$ cat src/rtl/sram_ctrl_pkg.sv
// sram_ctrl_pkg: shared state encoding and read-latency bound for the SRAM burst sequencer
package sram_ctrl_pkg;
  typedef enum logic [1:0] {IDLE, ACCESS, DRAIN, DONE} state_t;
  localparam int RD_LAT_MAX = 4;
endpackage

$ cat src/rtl/sram_burst_ctrl_if.sv
// sram_burst_ctrl_if: request, SRAM strobe and status bundle between scheduler and sequencer
interface sram_burst_ctrl_if #(
  parameter int ADDR_W = 8,
  parameter int LEN_W  = 8
);
  logic              start;
  logic              dir;
  logic [ADDR_W-1:0] base_addr;
  logic [LEN_W-1:0]  burst_len;
  logic              data_ready;
  logic              abort;
  logic              sram_r_en;
  logic              sram_w_en;
  logic [ADDR_W-1:0] sram_addr;
  logic              rdata_valid;
  logic [LEN_W-1:0]  word_idx;
  logic              busy;
  logic              done;
  logic              aborted;
  modport master (
    output start, dir, base_addr, burst_len, data_ready, abort,
    input  sram_r_en, sram_w_en, sram_addr, rdata_valid, word_idx, busy, done, aborted
  );
  modport slave (
    input  start, dir, base_addr, burst_len, data_ready, abort,
    output sram_r_en, sram_w_en, sram_addr, rdata_valid, word_idx, busy, done, aborted
  );
endinterface

$ cat src/rtl/burst_addr_counter.sv
// burst_addr_counter: holds burst base/length and walks the word index, flagging the final word
module burst_addr_counter #(
  parameter int ADDR_W = 8,
  parameter int LEN_W  = 8
) (
  input  logic              clk,
  input  logic              n_rst,
  input  logic              load,
  input  logic              enable,
  input  logic [ADDR_W-1:0] base,
  input  logic [LEN_W-1:0]  len,
  output logic [ADDR_W-1:0] addr,
  output logic [LEN_W-1:0]  idx,
  output logic              last
);
  logic [ADDR_W-1:0] base_r;
  logic [LEN_W-1:0]  len_r;
  logic [LEN_W-1:0]  cnt;
  // load captures a new burst and clears the index; enable advances one word
  always_ff @(posedge clk or negedge n_rst)
    if (!n_rst) begin
      base_r <= '0;
      len_r  <= '0;
      cnt    <= '0;
    end else if (load) begin
      base_r <= base;
      len_r  <= len;
      cnt    <= '0;
    end else if (enable) cnt <= cnt + LEN_W'(1);
  assign addr = base_r + ADDR_W'(cnt);
  assign idx  = cnt;
  assign last = cnt == len_r - LEN_W'(1);
endmodule

$ cat src/rtl/sram_burst_ctrl.sv
// sram_burst_ctrl: issues a throttled burst of SRAM read/write strobes and tracks read latency
module sram_burst_ctrl
  import sram_ctrl_pkg::*;
#(
  parameter int ADDR_W = 8,
  parameter int LEN_W  = 8,
  parameter int RD_LAT = 1
) (
  input logic         clk,
  input logic         n_rst,
  sram_burst_ctrl_if.slave bus
);
  localparam int LAT     = RD_LAT > RD_LAT_MAX ? RD_LAT_MAX : RD_LAT;
  localparam bit HAS_LAT = LAT > 0;
  state_t            state;
  logic              dir_r;
  logic              busy_r;
  logic              done_r;
  logic              aborted_r;
  logic [ADDR_W-1:0] addr;
  logic [LEN_W-1:0]  idx;
  logic              last;
  logic              load;
  logic              fire;
  logic              rd_fire;
  logic              pend;
  logic              drain;
  assign load    = state == IDLE && bus.start && bus.burst_len != '0;
  assign fire    = state == ACCESS && bus.data_ready && !bus.abort;
  assign rd_fire = fire && dir_r;
  assign drain   = dir_r && HAS_LAT;
  burst_addr_counter #(.ADDR_W(ADDR_W), .LEN_W(LEN_W)) u_cnt (
    .clk(clk), .n_rst(n_rst), .load(load), .enable(fire),
    .base(bus.base_addr), .len(bus.burst_len), .addr(addr), .idx(idx), .last(last)
  );
  generate
    if (LAT == 0) begin : g_nolat
      assign bus.rdata_valid = rd_fire;
      assign pend = 1'b0;
    end else begin : g_lat
      logic [LAT-1:0] sr;
      // read-valid delay line; keeps shifting after abort so in-flight reads retire
      always_ff @(posedge clk or negedge n_rst)
        if (!n_rst) sr <= '0;
        else begin
          sr[0] <= rd_fire;
          for (int i = 1; i < LAT; i++) sr[i] <= sr[i-1];
        end
      // reads still in flight after this cycle's valid; DRAIN exits once none remain
      always_comb begin
        pend = 1'b0;
        for (int i = 0; i < LAT - 1; i++) pend = pend | sr[i];
      end
      assign bus.rdata_valid = sr[LAT-1];
    end
  endgenerate
  // burst sequencer with registered status flags
  always_ff @(posedge clk or negedge n_rst)
    if (!n_rst) begin
      state     <= IDLE;
      dir_r     <= 1'b0;
      busy_r    <= 1'b0;
      done_r    <= 1'b0;
      aborted_r <= 1'b0;
    end else
      case (state)
        IDLE:
          if (bus.start) begin
            dir_r  <= bus.dir;
            state  <= load ? ACCESS : DONE;
            busy_r <= load;
            done_r <= !load;
          end
        ACCESS:
          if (bus.abort) begin
            state     <= DONE;
            busy_r    <= 1'b0;
            done_r    <= 1'b1;
            aborted_r <= 1'b1;
          end else if (bus.data_ready && last) begin
            state  <= drain ? DRAIN : DONE;
            busy_r <= drain;
            done_r <= !drain;
          end
        DRAIN:
          if (bus.abort || !pend) begin
            state     <= DONE;
            busy_r    <= 1'b0;
            done_r    <= 1'b1;
            aborted_r <= bus.abort;
          end
        default:
          if (!bus.start) begin
            state     <= IDLE;
            done_r    <= 1'b0;
            aborted_r <= 1'b0;
          end
      endcase
  assign bus.sram_r_en = rd_fire;
  assign bus.sram_w_en = fire && !dir_r;
  assign bus.sram_addr = state == ACCESS ? addr : '0;
  assign bus.word_idx  = state == ACCESS ? idx : '0;
  assign bus.busy      = busy_r;
  assign bus.done      = done_r;
  assign bus.aborted   = aborted_r;
endmodule

$ cat src/flat_wrapper.sv
// flat-port wrapper written by rule: the top's interface ports become plain ports
module sram_burst_ctrl_flat import sram_ctrl_pkg::*;
#(
  parameter int ADDR_W = 8,
  parameter int LEN_W  = 8,
  parameter int RD_LAT = 1
)
  (clk, n_rst, bus_start, bus_dir, bus_base_addr, bus_burst_len, bus_data_ready, bus_abort, bus_sram_r_en, bus_sram_w_en, bus_sram_addr, bus_rdata_valid, bus_word_idx, bus_busy, bus_done, bus_aborted);
  sram_burst_ctrl_if #(.ADDR_W(ADDR_W), .LEN_W(LEN_W)) bus_i ();
  input logic clk;
  input logic n_rst;
  input wire logic [$bits(bus_i.start)-1:0] bus_start;
  input wire logic [$bits(bus_i.dir)-1:0] bus_dir;
  input wire logic [$bits(bus_i.base_addr)-1:0] bus_base_addr;
  input wire logic [$bits(bus_i.burst_len)-1:0] bus_burst_len;
  input wire logic [$bits(bus_i.data_ready)-1:0] bus_data_ready;
  input wire logic [$bits(bus_i.abort)-1:0] bus_abort;
  output wire logic [$bits(bus_i.sram_r_en)-1:0] bus_sram_r_en;
  output wire logic [$bits(bus_i.sram_w_en)-1:0] bus_sram_w_en;
  output wire logic [$bits(bus_i.sram_addr)-1:0] bus_sram_addr;
  output wire logic [$bits(bus_i.rdata_valid)-1:0] bus_rdata_valid;
  output wire logic [$bits(bus_i.word_idx)-1:0] bus_word_idx;
  output wire logic [$bits(bus_i.busy)-1:0] bus_busy;
  output wire logic [$bits(bus_i.done)-1:0] bus_done;
  output wire logic [$bits(bus_i.aborted)-1:0] bus_aborted;
  assign bus_i.start = bus_start;
  assign bus_i.dir = bus_dir;
  assign bus_i.base_addr = bus_base_addr;
  assign bus_i.burst_len = bus_burst_len;
  assign bus_i.data_ready = bus_data_ready;
  assign bus_i.abort = bus_abort;
  assign bus_sram_r_en = bus_i.sram_r_en;
  assign bus_sram_w_en = bus_i.sram_w_en;
  assign bus_sram_addr = bus_i.sram_addr;
  assign bus_rdata_valid = bus_i.rdata_valid;
  assign bus_word_idx = bus_i.word_idx;
  assign bus_busy = bus_i.busy;
  assign bus_done = bus_i.done;
  assign bus_aborted = bus_i.aborted;
  sram_burst_ctrl #(.ADDR_W(ADDR_W), .LEN_W(LEN_W), .RD_LAT(RD_LAT)) u_core (.clk(clk), .n_rst(n_rst), .bus(bus_i));
endmodule
$ cat config.mk
export PLATFORM = sky130hd
export DESIGN_NAME = sram_burst_ctrl_flat
export DESIGN_NICKNAME = d
export VERILOG_FILES = /design/src/rtl/sram_ctrl_pkg.sv /design/src/rtl/sram_burst_ctrl_if.sv /design/src/rtl/burst_addr_counter.sv /design/src/rtl/sram_burst_ctrl.sv /design/src/flat_wrapper.sv
export SDC_FILE = /design/constraint.sdc
export NUM_CORES = 1
export LEC_CHECK = 0
export CAP_MARGIN = 30
export CORE_MARGIN = 1
export CORE_UTILIZATION = 28
export CTS_CLUSTER_DIAMETER = 30
export DETAILED_ROUTE_END_ITERATION = 7
export HOLD_SLACK_MARGIN = 0.06
export PLACE_DENSITY = 0.56
export RECOVER_POWER = 100
export SLEW_MARGIN = 5
export SYNTH_ARGS = -nofsm -noshare
export SYNTH_HDL_FRONTEND = slang
export SYNTH_HIERARCHICAL = 1
export SYNTH_SLANG_ARGS = --single-unit
$ cat constraint.sdc
create_clock -name clk -period 2.6 [get_ports clk]
set_input_delay 0.52 -clock clk [delete_from_list [all_inputs] [get_ports clk]]
set_output_delay 0.52 -clock clk [all_outputs]
set_load 0.05 [all_outputs]
======== Yosys cells after proc, flatten, opt, wreduce, memory -nomap -nowiden ========
Cells that the tools add are included.
storage, ports and cells
  output and inout bits ................... 22
  register bits after elaboration ......... 31
  word-level logic and storage cells ...... 61
  input port bits ......................... 22
operators by class
  multiplexer cells ....................... 22
  reduce and logical (&&, ||, !) cells .... 18
  eq/ne operators ......................... 8
  add/sub/neg operators ................... 3
  bitwise logic cells ..................... 1
operators with widths
  kind                 count
  $mux 8               4
  $mux 2               5
  $mux 1               9
  $pmux 1 s3           3
  $reduce_and 3->1     3
  $add 8x1->8 const B  1
  $add 8x8->8          1
  $eq 8x8->1           1
  $reduce_bool 8->1    1
  $sub 8x1->8 const B  1
  $logic_and 1x1->1    7
  $pmux 2 s3           1
  $ne 2x2->1 const B   2
  $ne 4x1->1 const B   1
  $logic_not 1->1      3
  $ne 3x1->1 const B   1
  $ne 3x3->1 const B   1
  $reduce_bool 3->1    1
  $eq 2x1->1 const B   1
  $eq 2x2->1 const B   1
  $logic_not 2->1      1
  $reduce_and 2->1     1
  $reduce_bool 2->1    1
  $not 1->1            1

======== Depth between registers and ports, before layout ========
Gate-level depths: netlist (run 1).
  depth after elaboration ................. 6
  gate-level depth with buffers ........... 10
  depth with buffers taken out ............ 10

======== By module ========
The synthesis (run 1) kept the hierarchy.
by module, submodules not included
  module              times used  area each (sq um)  seq. area each (sq um)  cells an instance
  burst_addr_counter  1           1453.9             600.6                   138
  sram_burst_ctrl     1           664.4              175.2                   67

======== Least setup slack after synthesis (run 1) ========
Ideal clock, no wire load.
  path type ............................... register to output
  start ................................... reg u_core.u_cnt.cnt[0], in the netlist u_core/u_cnt/idx[0]
  end ..................................... out bus_sram_addr[6]
  cell stages (with the launch flop) ...... 9
  arrival time ............................ 2.195 ns
  data required time ...................... 2.080 ns
  path slack .............................. -0.115 ns
  path buffers ............................ 0
  cells stage by stage .................... dfrtp_1 ha_1 fa_1 a21o_1 a21oi_1 o21bai_1 a21oi_1 xnor2_1 and2_1
on the way
  word-level cells in the longest chain between the ends .. 2
ends and longest elaborated chain
  item                      line                      text
  start: declaration        burst_addr_counter.sv:18  logic [LEN_W-1:0] cnt;
  start signal: assignment  burst_addr_counter.sv:29  end else if (enable) cnt <= cnt + LEN_W'(1);
  $add 8x8->8               burst_addr_counter.sv:30  assign addr = base_r + ADDR_W'(cnt);
  via u_core.addr[6]        sram_burst_ctrl.sv:20     logic [ADDR_W-1:0] addr;
  $mux 8                    sram_burst_ctrl.sv:101    assign bus.sram_addr = state == ACCESS ? addr : '0;
  end: declaration          flat_wrapper.sv:20        output wire logic [$bits(bus_i.sram_addr)-1:0] bus_sram_addr;
The timed path passes the listed nets, and every way through them passes these cells.

======== Final worst setup path (run 1) ========
Ends and elaborated chain as after synthesis.

==> parameters.txt, run 1 <==
Parameter                              Value

Timing
  Aggregate negative setup slack    -0.255 ns
  Pins Over Slew Limit    0
  Number of setup violations in the final report    3
  Worst hold margin    a little under 0.5 ns
  Final-report hold violation count    0
  Clk_skew    between 0.004 and 0.005 ns
  Max-slew headroom at the worst pin    between 40% and 50%
  Final period util    105%
  Transition at the pin with the smallest max-transition slack    slightly above 0.8 ns
  Clock period minus final worst setup slack    2.72 ns
  Setup repair after global routing missed its margin    yes
  Min setup slack post-route    -0.119 ns
  Max Freq    368 MHz

Clocking
  H-tree depth    2
  Clock buffer count from CTS    5
  Insertion delay of the later-clocked pin in the worst-skew pair    0.28 ns
  Number of sinks on the clock net    31
  Clock input transition at the sequential cells of the worst setup and hold paths    approximately 0.070 ns
  Number of buffers between clock root and the deepest sink    2
  TritonCTS clock tree    yes
  Cell at the root of the clock tree    clkbuf_8

Worst setup path
  Cell count along the critical path    9
  Start-to-end type of the worst setup path    flop to output pin
  Worst R2R Start    u_core/u_cnt/len_r[1]$_DFFE_PN0P_
  Worst EP required    2.08 ns
  Critical path cell sequence    ha_2 > fa_2 > a21o_1 > a21oi_2 > o21bai_1 > a21oi_1 > xnor2_1 > and2_4 > buf_12
  Worst reg2reg endpoint    u_core/bus.busy$_DFFE_PN0P_
  Data arrival at the endpoint of the critical path    between 2 and 2.5 ns
  Worst-case register-to-register setup slack    0.16 ns
  Slowest-stage cell, CP    dfrtp_1
  Maximum single-stage delay on the critical path    around 0.38 ns
  Type of origin of the critical path    flop
  Worst Path Max Fanout    2
  Reg2Reg Depth    10
  Number of buffer and inverter instances along the worst setup path    1
  Family with the most delay on the worst path    compound AO/OA/AOI/OAI gates
  CP endpoint kind    output pin

Cells and area
  Antenna diode count    0
  Number of filler instances in the final layout    approximately 780
  Register cell area after layout    776 µm²
  Area added between synthesis and finish    45.0%
  Final core utilization    42.1%
  Net count of the finished layout    301
  Fraction of layout instances using a drive strength above 1    29.4%
  Area used by multi-input combinational logic    0.00129 mm²

Global routing
  Vias in the first global route    1,730
  First-pass GRT wire length    8.04 mm
  Aggregate global routing overflow    0
  Total Routing Usage GR    13.3%
  Antenna violations before repair    0
  Maximum number of pins on one net before global-route repair    32

Logic synthesis
  Cell with the most instances after synthesis    dfrtp_1
  Flip-flop and latch count after synthesis    31
  Cell area after technology mapping    about 0.0021 mm²
  Number of enable flip-flop cells after synthesis    0
  Post-Synthesis Cells    around 210
  Top cells by area in the synthesized netlist    dfrtp_1, ha_1, mux2_2
  Library cell with the largest summed area after synthesis    dfrtp_1
  Fraction of synthesized cell area taken by the top area cell type    36.6%
  Predominant post-synthesis flop cell    dfrtp_1
  Post-synthesis async set-or-reset flop share    100%
  Mean area per synthesized cell    10.3 µm²
  Synthesized Nets    242
  Register area share after synthesis    36.6%
  Commonest cells in the netlist    dfrtp_1, and2_1, mux2_2
  Synthesis warning total    6
  Library cells used by synthesis    51

Routing
  Number of vias after detailed routing    1,666
  Routed Wire Length    approximately 4.6 mm
  Total DRC errors in the routed layout    0
  Post-route antenna net violation count    0
  Mean number of vias per cell    4.58
  Routed wire per std cell    12.7 µm
  Initial detailed-routing violation count    38
  Detailed-router iteration count before antenna repair    4

Hold path
  HP Start    u_core/bus.aborted$_DFFE_PN0P_
  Worst Hold Path Cells    2
  Worst min-delay path class    flop to flop
  Worst Hold Endpoint    u_core/bus.aborted$_DFFE_PN0P_

Power and ir drop
  Total leakage power    1.35 nW
  Peak supply drop    0.601 mV
  Pwr/cell area    about 1100 mW/mm²

Run
  Maxcap violations    0

Die
  Overall die area    between 0.007 and 0.008 mm²
  Number of rows in the core area    31
  Core area    0.00729 mm²
  Die extent in y    89.0 µm
  I/O pin total    44
  Die Wd    89.0 µm
  Starting density of the core    29.0%

Outcome
  Failing checks    setup timing
  Result of the run    complete, but fails checks

Place
  Sum of net half-perimeters after detailed placement    between 3 and 4 mm
  Final weighted congestion of routability-driven global placement    0.746
  Port buffer count    43
## worst max path at each step
stage	startpoint	to	slack [ns]
after floorplan	u_core/u_cnt/idx[1]$_DFFE_PN0P_	bus_sram_addr[7]	0.01
after global placement	u_core/u_cnt/idx[0]$_DFFE_PN0P_	bus_sram_addr[6]	0.05
after detailed placement	u_core/u_cnt/idx[0]$_DFFE_PN0P_	bus_sram_addr[6]	0.04
after CTS	u_core/u_cnt/idx[1]$_DFFE_PN0P_	bus_sram_addr[7]	-0.14
after global routing	u_core/u_cnt/idx[0]$_DFFE_PN0P_	bus_sram_addr[6]	-0.23
final	u_core/u_cnt/idx[0]$_DFFE_PN0P_	bus_sram_addr[6]	-0.12
## what timing repair did
action                                  4_1_cts  5_1_grt
resized for setup                             7        3
setup buffers                                 2        2
endpoints found under the setup margin        4        6
hold buffers                                  0        0
pin swaps                                     8        5
gates cloned                                  0        0
## per-stage QoR
stage	cell area (µm²)	setup slack [ns]	total power, mW	instances
after floorplan	2120	0.00960	2.09	205
after global placement	2910	0.0477	2.70	352
after detailed placement	2910	0.0401	2.72	352
after CTS	3070	-0.135	3.29	362
after global routing	3070	-0.232	3.49	364
final	3070	-0.119	3.25	364
## sequential cells by signal (all words and copies together), names as in the netlist
register	flops
u_core/bus.aborted	1
u_core/bus.busy	1
u_core/bus.done	1
u_core/bus.rdata_valid	1
u_core/dir_r	1
u_core/state	2
u_core/u_cnt/base_r	8
u_core/u_cnt/idx	8
u_core/u_cnt/len_r	8
## worst min-delay path: stages (launching register included)
cell	delay [ns]
dfrtp_1	0.34
o31ai_1	0.06
nand2_1	0.05
## area by class of cell
cell class,count,share of cell area [%]
clock buffers,6,2.69
repair buffers,60,23.7
flip-flops and latches,31,25.3
clock inverters,2,1.14
multi-input cells,158,42.2
inverters,8,0.978
well taps,99,4.03
## cell families after synthesis
group,synth area share [%]
compound gates,11.3
mux,9.16
flops,36.6
xor+xnor,10.3
fa+ha+maj,9.21
simple gates,20.1
buf+inv,3.25
## routing by layer
layer	up-vias	track usage (%)	wire [µm]	part of all wire (%)
li1	831	-	-	-
met1	805	17.4	2220	48
met2	28	21.9	2190	47
met3	2	3.42	208	4.5
met4	0	3.90	26	0.56
met5	-	0	0	0
## power by group
group | switching [mW] | internal, mW | leakage, nW
sequential | 0.160 | 0.669 | 0.389
clock | 0.190 | 0.310 | 0.0612
combinational | 0.975 | 0.946 | 0.904
total | 1.33 | 1.93 | 1.35
## cell usage in the layout, fill, tap and decap left out, types with 2 or more instances in the layout
cell / netlist / routed
clkbuf_8: 0 / 6
nor2_1: 14 / 13
buf_4: 0 / 14
xnor2_1: 13 / 13
a21oi_1: 5 / 4
nand4_1: 3 / 3
nor4_4: 2 / 2
and3_1: 3 / 3
buf_12: 0 / 18
xor2_1: 10 / 10
nor3_1: 2 / 2
a21oi_2: 1 / 2
clkdlybuf4s50_1: 0 / 19
nand2b_1: 5 / 5
nand3_1: 3 / 3
and2_4: 0 / 3
clkbuf_2: 1 / 2
a211oi_2: 1 / 2
a21o_1: 2 / 2
o21ai_0: 7 / 7
dfrtp_1: 31 / 31
nor4_1: 2 / 2
and2_1: 17 / 12
nand2_1: 8 / 9
nor3b_1: 2 / 2
o31ai_1: 2 / 2
and2_0: 0 / 2
mux2_2: 15 / 15
nor2_2: 1 / 2
ha_1: 14 / 13
nand3b_1: 2 / 2
dlygate4sd3_1: 0 / 6
inv_1: 8 / 8
Note: power is estimated with default switching activity, not from simulation.
==> run 2, diff against run 1 <==
Settings changed: CELL_PAD_IN_SITES_DETAIL_PLACEMENT set to 1, CELL_PAD_IN_SITES_GLOBAL_PLACEMENT set to 1, GPL_TIMING_DRIVEN set to 0, PLACE_DENSITY 0.56 to 0.67, TNS_END_PERCENT set to 1.
==> run 2 against run 1 <==
Compared with the run above:
- the flow finishes with violations (capacitance limit, slew limit, setup timing)
- sequential power rose by 4.1%
- utilization fell by 4.0 points
- non-clock buffer count fell by 6
- cell count fell by 1.9%
- clock power fell by 22%
- worst hold slack improved by 0.0091 ns
- register-to-register slack got worse by 0.08 ns
==> parameters.txt, run 2 (same netlist as run 1, synthesis figures left out) <==
Parameter                              Value

Routing
  Mean number of vias per cell    4.73 (+3.3%)
  Routed wire per std cell    14.4 µm (+13%)
  Total DRC errors in the routed layout    0 (unchanged)
  Routed Wire Length    5.15 mm (+11%)
  Initial detailed-routing violation count    58 (+53%)
  Post-route antenna net violation count    0 (unchanged)
  Number of vias after detailed routing    1,688 (+1.3%)
  Detailed-router iteration count before antenna repair    5 (+1)

Timing
  Max-slew headroom at the worst pin    -13.2% (-59 points)
  Final period util    107% (+2.5 points)
  Min setup slack post-route    -0.184 ns (-0.0652 ns)
  Clock period minus final worst setup slack    2.78 ns (+0.0652 ns)
  Setup repair after global routing missed its margin    yes
  Final-report hold violation count    0 (unchanged)
  Transition at the pin with the smallest max-transition slack    1.70 ns (+0.886 ns)
  Number of setup violations in the final report    4 (+1)
  Worst hold margin    0.495 ns (+0.00909 ns)
  Max Freq    359 MHz (-2.3%)
  Clk_skew    0.00818 ns (+0.00396 ns)
  Pins Over Slew Limit    32 (+32)

Die
  Core area    0.00729 mm² (unchanged)
  Die extent in y    89.0 µm (unchanged)
  Die Wd    89.0 µm (unchanged)
  Number of rows in the core area    31 (unchanged)
  I/O pin total    44 (unchanged)
  Overall die area    0.00792 mm² (unchanged)
  Starting density of the core    29.0% (unchanged)

Global routing
  Vias in the first global route    1,799 (+4.0%)
  Aggregate global routing overflow    0 (unchanged)
  Global-route met1 utilization    18.3% (+0.85 points)
  Most used routing layer    met2
  First-pass GRT wire length    8.71 mm (+8.4%)
  Antenna violations before repair    0 (unchanged)
  Met2 track utilization from global routing    24.9% (+3.0 points)
  Fraction of met3 tracks used by global routing    2.95% (-0.46 points)
  Maximum number of pins on one net before global-route repair    32 (unchanged)
  Total Routing Usage GR    14.6% (+1.2 points)

Clocking
  H-tree depth    2 (unchanged)
  Count of hold buffers inserted by post-cts repair    0 (unchanged)
  Clock input transition at the sequential cells of the worst setup and hold paths    0.07 ns (about the same)
  Clock buffer count from CTS    5 (unchanged)
  TritonCTS clock tree    yes
  Insertion delay of the later-clocked pin in the worst-skew pair    0.29 ns (about the same)
  Number of buffers between clock root and the deepest sink    2 (unchanged)
  Number of sinks on the clock net    31 (unchanged)
  Cell at the root of the clock tree    clkbuf_8

Worst setup path
  Most frequent cell on the critical path    a21oi_2
  Worst reg2reg endpoint    u_core/u_cnt/base_r[3]$_DFFE_PN0P_
  Slowest-stage cell, CP    dfrtp_2
  Number of buffer and inverter instances along the worst setup path    1 (unchanged)
  Worst EP required    2.08 ns (about the same)
  Worst R2R Start    u_core/state[1]$_DFFE_PN0P_
  Setup crit start    u_core/u_cnt/idx[0]$_DFFE_PN0P_
  CP endpoint kind    output pin
  Reg2Reg Depth    9 (-1)
  Cell count along the critical path    9 (unchanged)
  Maximum single-stage delay on the critical path    0.43 ns (+0.05 ns)
  Capturing instance or port of the critical path    bus_sram_addr[6]
  Type of origin of the critical path    flop
  Worst Path Max Fanout    2 (unchanged)
  Family with the most delay on the worst path    compound AO/OA/AOI/OAI gates
  Data arrival at the endpoint of the critical path    2.26 ns (+0.06 ns)
  Start-to-end type of the worst setup path    flop to output pin
  Worst-case register-to-register setup slack    0.08 ns (-0.08 ns)
  Critical path cell sequence    ha_4 > fa_2 > a21o_1 > a21oi_2 > o21bai_1 > a21oi_2 > xnor2_1 > and2_2 > buf_8

Hold path
  Worst Hold Path Cells    1 (-1)
  Worst min-delay path class    flop to flop

Cells and area
  Final core utilization    38.1% (-4.0 points)
  Area added between synthesis and finish    31.1%
  Antenna diode count    0 (unchanged)
  Net count of the finished layout    295 (-2.0%)
  Most used cells in the layout excluding fill and tap cells    dfrtp_1, clkdlybuf4s50_1, mux2_2
  Fraction of layout instances using a drive strength above 1    24.4% (-5.0 points)
  Most frequent standard cell in the layout excluding fill and tap cells    dfrtp_1

Outcome
  Failing checks    capacitance limit, slew limit, setup timing
  Result of the run    complete, but fails checks

Place
  Sum of net half-perimeters after detailed placement    3.86 mm (+10%)
  Setup WS pre-CTS    -0.813 ns (-0.853 ns)
  Port buffer count    43 (unchanged)
  Final weighted congestion of routability-driven global placement    0.808 (+8.4%)

Power and ir drop
  Pwr/cell area    1060 mW/mm² (+0.50%)
  Total leakage power    1.23 nW (-9.4%)
  Peak supply drop    0.386 mV (-36%)

Run
  Maxcap violations    1 (+1)
## run 2: cell types whose count changed in the layout (fill, tap and decap cells not counted), moves of 4 or more
| cell | change |
|---|---|
| clkbuf_1 | +5 |
| clkdlybuf4s15_1 | +4 |
| buf_12 | -18 |
| buf_4 | -11 |
| buf_6 | +4 |
| clkbuf_2 | +8 |
## run 2: worst reg2reg max path, stage by stage (launching register included)
cell and delay (ns):
dfrtp_1 0.43, inv_1 0.12, ha_1 0.17, buf_6 0.13, nand2_1 0.08, a21o_1 0.24
inv_1 0.07, clkbuf_1 0.41, clkbuf_2 0.37, mux2_2 0.38
## run 2: stage by stage
| step | instances | TNS (ns) | area, µm² | power [mW] |
|---|---|---|---|---|
| 2_1_floorplan | 205 | 0 | 2120 | 2.09 |
| 3_3_place_gp | 347 | -5.71 | 2670 | 2.52 |
| 3_5_place_dp | 347 | -5.98 | 2670 | 2.57 |
| 4_1_cts | 355 | -0.524 | 2790 | 3.01 |
| 5_1_grt | 357 | -1.95 | 2780 | 3.21 |
| 6_report | 357 | -0.367 | 2780 | 2.95 |
## run 2: per-layer routing
layer | vias up | wire (µm)
met5 | - | 0
met4 | 0 | 52
li1 | 820 | -
met3 | 5 | 181
met2 | 29 | 2580
met1 | 834 | 2340
## run 2: area by class of cell
class                   instances  area [µm²]
clock buffers                   6        82.6
inverters                       8        30.0
clock inverters                 1        5.00
plain buffers                   8        40.0
well taps                      99         124
flip-flops and latches         31         779
repair buffers                 46         415
multi-input cells             158        1300
fillers                       855        4510
## run 2: repair_timing
item                                    4_1_cts  5_1_grt
resized for setup                            60       22
endpoints found under the setup margin       27       28
buffers inserted                              1        2
pin swaps                                     2        4
## run 2: power breakdown
| group | switching, mW | total (mW) | leakage, nW | internal (mW) |
|---|---|---|---|---|
| sequential | 0.190 | 0.863 | 0.385 | 0.673 |
| combinational | 0.951 | 1.70 | 0.795 | 0.749 |
| clock | 0.183 | 0.391 | 0.0470 | 0.208 |
## run 2: worst min path at each step
stage	endpoint	from	slack, ns
2_1_floorplan	u_core/bus.aborted$_DFFE_PN0P_	n_rst	0.22
3_3_place_gp	u_core/bus.aborted$_DFFE_PN0P_	u_core/bus.aborted$_DFFE_PN0P_	0.48
3_5_place_dp	u_core/bus.done$_DFFE_PN0P_	u_core/bus.done$_DFFE_PN0P_	0.48
4_1_cts	u_core/bus.done$_DFFE_PN0P_	n_rst	0.30
5_1_grt	u_core/bus.done$_DFFE_PN0P_	u_core/bus.done$_DFFE_PN0P_	0.52
6_report	u_core/bus.done$_DFFE_PN0P_	u_core/bus.done$_DFFE_PN0P_	0.50
==> run 3, diff against run 2 <==
Settings changed: CORE_UTILIZATION 28 to 40, PLACE_DENSITY 0.67 to not set, PLACE_DENSITY_LB_ADDON set to 0.1.
==> run 3 against run 2 <==
Compared with the run above:
- the flow still finishes with violations (capacitance limit, slew limit, setup timing)
- clock power about the same
- setup slack lost 0.025 ns
- sequential share of layout area up 0.28 points
- cell count shrank 7.6%
- fmax is 0.91% lower
- combinational power up 2%
- register-to-register slack worse by 0.14 ns
- worst hold slack got worse by 0.011 ns
- critical path depth fell by 1
- critical path type unchanged
- largest cell class unchanged
- largest power group unchanged
==> parameters.txt, run 3 (same netlist as run 1, synthesis figures left out) <==
Parameter                              Value

Outcome
  Result of the run    complete, but fails checks
  Failing checks    capacitance limit, slew limit, setup timing

Worst setup path
  Critical path cell sequence    ha_1 > a21o_1 > a211oi_2 > nor2_2 > o41ai_2 > xnor2_1 > and2_1 > buf_6
  Maximum single-stage delay on the critical path    0.45 ns (+0.02 ns)
  Data arrival at the endpoint of the critical path    2.29 ns (+0.03 ns)
  Start-to-end type of the worst setup path    flop to output pin
  Setup crit start    u_core/u_cnt/idx[1]$_DFFE_PN0P_
  Slowest-stage cell, CP    dfrtp_2
  Type of origin of the critical path    flop
  Number of buffer and inverter instances along the worst setup path    1 (unchanged)
  Family with the most delay on the worst path    compound AO/OA/AOI/OAI gates
  Worst Path Max Fanout    6 (+4)
  Worst EP required    2.08 ns (about the same)
  Worst R2R Start    u_core/state[0]$_DFFE_PN0P_
  CP endpoint kind    output pin

Timing
  Pins Over Slew Limit    32 (unchanged)
  Number of setup violations in the final report    13 (+9)
  Final-report hold violation count    0 (unchanged)
  Final period util    108% (+0.98 points)
  Setup repair after global routing missed its margin    yes
  Max-slew headroom at the worst pin    -15.0% (-1.8 points)
  Clk_skew    0.00432 ns (-0.00386 ns)
  Clock period minus final worst setup slack    2.81 ns (+0.0255 ns)
  Transition at the pin with the smallest max-transition slack    1.73 ns (+0.0275 ns)
  Max Freq    356 MHz (-0.91%)
  Min setup slack post-route    -0.209 ns (-0.0255 ns)

Routing
  Detailed-router iteration count before antenna repair    4 (-1)
  Number of vias after detailed routing    1,680 (-0.47%)
  Initial detailed-routing violation count    71 (+22%)
  Mean number of vias per cell    5.09 (+7.7%)
  Routed wire per std cell    15.4 µm (+6.4%)
  Routed Wire Length    5.07 mm (-1.6%)
  Post-route antenna net violation count    0 (unchanged)
  Total DRC errors in the routed layout    0 (unchanged)

Cells and area
  Net count of the finished layout    297 (+0.68%)
  Most frequent standard cell in the layout excluding fill and tap cells    dfrtp_1
  Antenna diode count    0 (unchanged)
  Area added between synthesis and finish    29.8%
  Post-Layout Inst Area    0.00275 mm² (-0.99%)
  Most used cells in the layout excluding fill and tap cells    dfrtp_1, clkdlybuf4s50_1, and2_1, mux2_2
  Fraction of layout instances using a drive strength above 1    26.5% (+2.1 points)

Clocking
  Cell at the root of the clock tree    clkbuf_8
  Clock buffer count from CTS    5 (unchanged)
  Number of sinks on the clock net    31 (unchanged)
  Insertion delay of the later-clocked pin in the worst-skew pair    0.29 ns (about the same)
  Clock input transition at the sequential cells of the worst setup and hold paths    0.06 ns (about the same)
  TritonCTS clock tree    yes
  Number of buffers between clock root and the deepest sink    2 (unchanged)
  H-tree depth    2 (unchanged)

Global routing
  First-pass GRT wire length    8.07 mm (-7.4%)
  Aggregate global routing overflow    0 (unchanged)
  Vias in the first global route    1,683 (-6.4%)
  Maximum number of pins on one net before global-route repair    32 (unchanged)
  Antenna violations before repair    0 (unchanged)
  Total Routing Usage GR    19.8% (+5.2 points)

Place
  Port buffer count    43 (unchanged)
  Final weighted congestion of routability-driven global placement    0.791 (-2.1%)
  Sum of net half-perimeters after detailed placement    3.74 mm (-3.3%)
  Placed standard-cell area    0.00263 mm² (-1.4%)
  Setup WS pre-CTS    -0.834 ns (-0.0211 ns)

Run
  Maxcap violations    1 (unchanged)

Hold path
  HP Start    u_core/bus.done$_DFFE_PN0P_
  Worst min-delay path class    flop to flop

Die
  I/O pin total    44 (unchanged)
  Number of rows in the core area    26 (-16%)
  Overall die area    0.00559 mm² (-29%)
  Die Wd    74.8 µm (-16%)
  Die extent in y    74.8 µm (-16%)
  Core area    0.00511 mm² (-30%)
  Starting density of the core    41.5% (+12 points)

Power and ir drop
  Pwr/cell area    1090 mW/mm² (+2.6%)
  Peak supply drop    0.620 mV (+61%)
  Total leakage power    1.25 nW (+2.0%)
[run 3: cell types whose count changed in the layout (fill, tap and decap cells not counted), moves of 2 or more]
cell	delta
dlygate4sd2_1	+3
and2_0	-4
and2_1	+4
clkdlybuf4s15_1	-4
buf_2	+2
[run 3: routing by layer]
metal  wire [µm]  vias to the layer above  global-route usage, %
li1            -                      817                      -
met1        2350                      831                   26.3
met2        2510                       26                   32.3
met3         161                        6                   4.95
met4          53                        0                   5.03
met5           0                        -                      0
[run 3: worst paths after layout]
kind	end	slack (ns)	cells past startpoint
max in group asynchronous	u_core/u_cnt/idx[0]$_DFFE_PN0P_	0.80	1
min in group asynchronous	u_core/u_cnt/base_r[5]$_DFFE_PN0P_	0.67	1
worst max-delay path	bus_sram_addr[7]	-0.21	8
worst min register to register	u_core/bus.done$_DFFE_PN0P_	0.48	1
worst max register to register	u_core/u_cnt/len_r[5]$_DFFE_PN0P_	-0.06	9
worst min-delay path	u_core/bus.done$_DFFE_PN0P_	0.48	1
[run 3: area by class of cell]
type / count / area [µm²]
Clock buffer: 6 / 82.6
Inverter: 8 / 30.0
Timing Repair Buffer: 48 / 422
Fill cell: 605 / 2360
Buffer: 8 / 33.8
Sequential cell: 31 / 779
Tap cell: 70 / 87.6
Clock inverter: 1 / 5.00
Multi-Input combinational cell: 158 / 1310
[run 3: timing repair]
item | 4_1_cts | 5_1_grt
resized for setup | 56 | 25
pin swaps | 2 | 4
buffers inserted | 1 | 4
cloned | 0 | 0
setup endpoints to repair | 26 | 17
hold buffers | 0 | 0
[run 3: through the flow]
step / instances / util (%) / setup TNS (ns) / power (mW) / hold slack (ns)
global placement: 318 / 51.6 / -6.09 / 2.52 / 0.489
global route: 330 / 53.8 / -3.26 / 3.22 / 0.527
detailed placement: 318 / 51.5 / -6.45 / 2.56 / 0.485
floorplan: 205 / - / 0 / 2.09 / 0.224
finish: 330 / 53.8 / -1.03 / 3.00 / 0.485
CTS: 326 / 53.8 / -0.556 / 3.00 / 0.316
[run 3: worst reg2reg max path, cell delays in order (launching register included)]
cell      delay, ns
dfrtp_1        0.44
inv_1          0.11
ha_1           0.14
clkbuf_1       0.28
nand2_1        0.13
a21o_2         0.25
inv_1          0.06
clkbuf_1       0.39
buf_2          0.38
mux2_2         0.37
[run 3: power breakdown]
part           switching [mW]  internal, mW
clock network           0.186         0.207
logic                   0.983         0.761
registers               0.190         0.674
total                    1.36          1.64
